==> src/rtl/adder_serial.sv <==
// adder_serial: digit-serial N-bit adder, K bits per clock, LSB slice first, registered carry
module adder_serial #(
   parameter int N      = 6,
   parameter int K      = 2,
   parameter bit SIGNED = 1'b0
) (
   input  logic         clk,
   input  logic         rst,
   input  logic         start,
   input  logic [N-1:0] a,
   input  logic [N-1:0] b,
   input  logic         cin,
   output logic         busy,
   output logic         done,
   output logic [N-1:0] s,
   output logic         c,
   output logic         ovf
);
   localparam int S  = N / K;
   localparam int CW = (S > 1) ? $clog2(S) : 1;

   typedef enum logic [1:0] {IDLE, BUSY, DONE} state_t;

   state_t        r_state, w_next;
   logic [N-1:0]  r_a, r_b, r_s;
   logic          r_carry, r_c, r_ovf;
   logic [CW-1:0] r_cnt;
   logic          w_acc, w_last;
   logic [K:0]    w_slice;

   if (K < 1 || K > N || N % K != 0) begin : g_chk
      $error("adder_serial: K must divide N with 1 <= K <= N");
   end

   assign w_acc   = (r_state != BUSY) && start;
   assign w_last  = r_cnt == CW'(S - 1);
   assign w_slice = {1'b0, r_a[r_cnt*K +: K]} + {1'b0, r_b[r_cnt*K +: K]} + (K+1)'(r_carry);

   always_comb begin
      w_next = w_acc ? BUSY : (r_state == DONE) ? IDLE : (r_state == BUSY && w_last) ? DONE : r_state;
   end

   always_ff @(posedge clk) begin
      if (rst) r_state <= IDLE;
      else     r_state <= w_next;
   end

   always_ff @(posedge clk) begin
      if (rst) begin
         r_a     <= '0;
         r_b     <= '0;
         r_s     <= '0;
         r_carry <= 1'b0;
         r_c     <= 1'b0;
         r_ovf   <= 1'b0;
         r_cnt   <= '0;
      end else if (w_acc) begin
         r_a     <= a;
         r_b     <= b;
         r_carry <= cin;
         r_cnt   <= '0;
      end else if (r_state == BUSY) begin
         r_s[r_cnt*K +: K] <= w_slice[K-1:0];
         r_carry           <= w_slice[K];
         r_cnt             <= r_cnt + 1'b1;
         // the last slice holds bit N-1, so its sum MSB is the result sign
         if (w_last) begin
            r_c   <= w_slice[K];
            r_ovf <= SIGNED && (r_a[N-1] == r_b[N-1]) && (w_slice[K-1] != r_a[N-1]);
         end
      end
   end

   assign busy = r_state == BUSY;
   assign done = r_state == DONE;
   assign s    = r_s;
   assign c    = r_c;
   assign ovf  = r_ovf;
endmodule

==> config.mk <==
export PLATFORM = sky130hd
export DESIGN_NAME = adder_serial
export DESIGN_NICKNAME = d
export VERILOG_FILES = /design/src/rtl/adder_serial.sv
export SDC_FILE = /design/constraint.sdc
export NUM_CORES = 1
export LEC_CHECK = 0
export ABC_CLOCK_PERIOD_IN_PS = 2800
export BUFFER_PORTS_ARGS = -buffer_cell sky130_fd_sc_hd__buf_2
export CORE_MARGIN = 2
export CORE_UTILIZATION = 48
export DETAILED_ROUTE_END_ITERATION = 10
export PLACE_DENSITY = 0.82
export SYNTH_ARGS = -nofsm -noshare
export SYNTH_HDL_FRONTEND = slang
export SYNTH_SLANG_ARGS = --single-unit
==> constraint.sdc <==
create_clock -name clk -period 2.8 [get_ports clk]
set_clock_uncertainty 0.15 [all_clocks]
set_input_delay 0.14 -clock clk [delete_from_list [all_inputs] [get_ports clk]]
set_output_delay 0.14 -clock clk [all_outputs]
set_load 0.01 [all_outputs]
==> flow_metrics.tcl <==
set metrics [dict create \
    setup_viol 0 \
    report.final.hold_viol_count 0 \
    cts_tree "built" \
    outcome "completed" \
    cp_common_cell "fa_1" \
    cts_max_level 1 \
    drc_errors 0 \
    die_w_um 55.24 \
    grt_pass1_vias 1059 \
    clkSinkCount 24 \
    drive_gt1_frac 0.2189 \
    synth_area_leaders "dfxtp_1 38%, mux2i_1 14%, nand2b_1 12%" \
    nNetsFinal 192 \
    drt_iter0_drc 19 \
    peakVddDrop_mv 0.3712 \
    avgSynthCellArea_sq_um 9.545 \
    synth_cell_types 31 \
    die_y_um 55.24 \
    ctsRootBufferMaster "clkbuf_4" \
    port_buffers 24 \
    routed_via_density 5.116 \
    insertion_delay_ps 310 \
    path_cells "mux2i_1 -> o21ai_0 -> fa_1 -> fa_1 -> nand2_1 -> or4b_1 -> a21oi_1" \
    critPathKind "register to register" \
    worstHoldPathType "input port to register" \
    grt_pass1_wl_mm 4.278 \
    leakage_uw 0.0006641 \
    synth-seq-cells 24 \
    yosysTopAreaCell "dfxtp_1" \
    arrival_ps 2740 \
    final_common_cell "nand2b_1" \
    routed-via-count 1018 \
    dieArea_sq_um 3051 \
    gp_congestion 0.8595 \
    powerDensity_nw_per_um2 433.3 \
    dr.pass1.iters 4 \
    rsz0062_at_grt "no" \
    antenna_cells 0 \
    nFillCells 227 \
    timing.fmax_mhz 377.8 \
    maxCapViolCount 0 \
    period_needed_ps 2647 \
    yosysTopAreaCellShare 0.3813 \
    synthCells 132 \
    crit_path_top_delay_cell "fa_1" \
    layout_common_cells "25 x nand2b_1, 24 x buf_2, 22 x dfxtp_1" \
    synth.cell_area_sq_um 1260 \
    slowest_delay_ps 540 \
    grt_max_degree 36 \
    fp-row-count 18 \
    yosys_warnings 0 \
    post_cts_buffers 0 \
    core_area_sq_um 2477 \
    clockBufferDepth 2 \
    slew_headroom 0.6592 \
    io_pins 26 \
    path_max_fanout 9 \
    tightestPinTransition_ps 510.0 \
    drv_slew 0 \
    cts_buffers 3 \
    hpwl_mm 1.715 \
    globalRouteOverflowTotal 0 \
    period_share 0.9453 \
    yosysSeqAreaShare 0.3813 \
    routed_wl_mm 2.414 \
    initial_utilization 0.5086 \
    fin_tns_setup_ps 0 \
    synth_nets 154 \
    wl_per_cell_um 12.13 \
    areaGrowthSynthToFinish_pct 24.73 \
    hold_slack_ps 117.5 \
    antenna_found_initial 0 \
    ant_nets 0 \
    required_ps 2890 \
    cts.clk_slew.worst_paths_ps 130 \
    cp-start-kind "register" \
    grt.total_usage 0.1717 \
    cp-end-kind "register" \
]
-- Yosys cell counts --
master	n
nor2_4	1
ha_1	4
o21ai_0	2
inv_1	4
nand2b_1	25
o22ai_1	2
nor4_1	1
buf_6	1
clkbuf_1	3
nand3_1	4
nor2_1	2
nor2b_1	1
a21oi_1	9
fa_1	2
nor3_1	1
nand2_1	11
dfxtp_1	24
nor4bb_1	2
nand3b_1	1
mux2i_1	17
conb_1	1
a221oi_1	1
buf_2	2
a32o_1	2
a211oi_1	1
or4b_1	2
and2b_2	1
nor3_2	1
nand3b_4	1
buf_4	2
xnor2_1	1
-- worst paths after layout --
| path | end | depth (start not counted) | slack (ps) | startpoint |
|---|---|---|---|---|
| hold reg to reg | s[2] | 2 | 310 | s[2] |
| setup / recovery | s[3] | 7 | 150 | r_cnt[0] |
| hold / removal | r_state[0] | 2 | 120 | rst |
| setup reg to reg | s[3] | 7 | 150 | r_cnt[0] |
-- layout make-up --
cell class	instances	area, sq um	area share
timing repair buffer	41	282.8	0.1799
tap	30	37.54	0.02389
sequential	24	483.0	0.3073
inverter	4	15.01	0.009554
clock buffer	4	36.28	0.02309
multi-input combinational	96	716.9	0.4562
-- critical path, delay by kind of cell, from the launching register on --
family	cells	cell delay (ps)
simple gates	2	530
mux	1	210
flops	1	460
compound gates	2	270
fa+ha+maj	2	960
-- state kept, by name (all words and copies together) (netlist names) --
| signal | flops |
|---|---|
| s | 6 |
| r_cnt | 2 |
| c | 1 |
| r_b | 6 |
| r_a | 6 |
| r_carry | 1 |
| r_state | 2 |
-- cells by family (layout without fill, tap and decap cells) --
family,Yosys count,after routing,synth area share
simple gates,54,54,0.2701
flops,24,24,0.3813
compound gates,17,17,0.08242
mux,17,17,0.1351
buf+inv,12,49,0.04964
fa+ha+maj,6,6,0.07150
other cells,1,1,0.002976
xor+xnor,1,1,0.006953
-- metrics by stage --
step                      worst slack, ps  instance area (sq um)  total power, uW  cells  utilization
after floorplan                     135.5                   1260            462.9    132            -
after global placement              186.7                   1393            488.4    181       0.5621
after detailed placement            50.62                   1393            494.0    181       0.5621
after CTS                           17.09                   1569            689.1    199       0.6333
after global routing                27.93                   1572            714.0    199       0.6343
final                               153.3                   1572            680.9    199       0.6343
-- metal layers --
metal / track usage / part of all wire
met1: 0.1821 / 0.43
met2: 0.3231 / 0.52
met3: 0.02810 / 0.030
met4: 0.08362 / 0.016
met5: 0 / 0
-- power breakdown --
part | switching [uW] | leakage [uW] | internal, uW
registers | 14.5 | 0.000197 | 359
clock network | 100 | 0.0000210 | 79.5
logic | 58.5 | 0.000446 | 69.2
-- repair_timing --
item,4_1_cts,5_1_grt
hold endpoints to repair,15,0
hold buffers,14,0
resized for setup,0,2
endpoints found under the setup margin,0,2
Power figures use the tool's default switching activity.
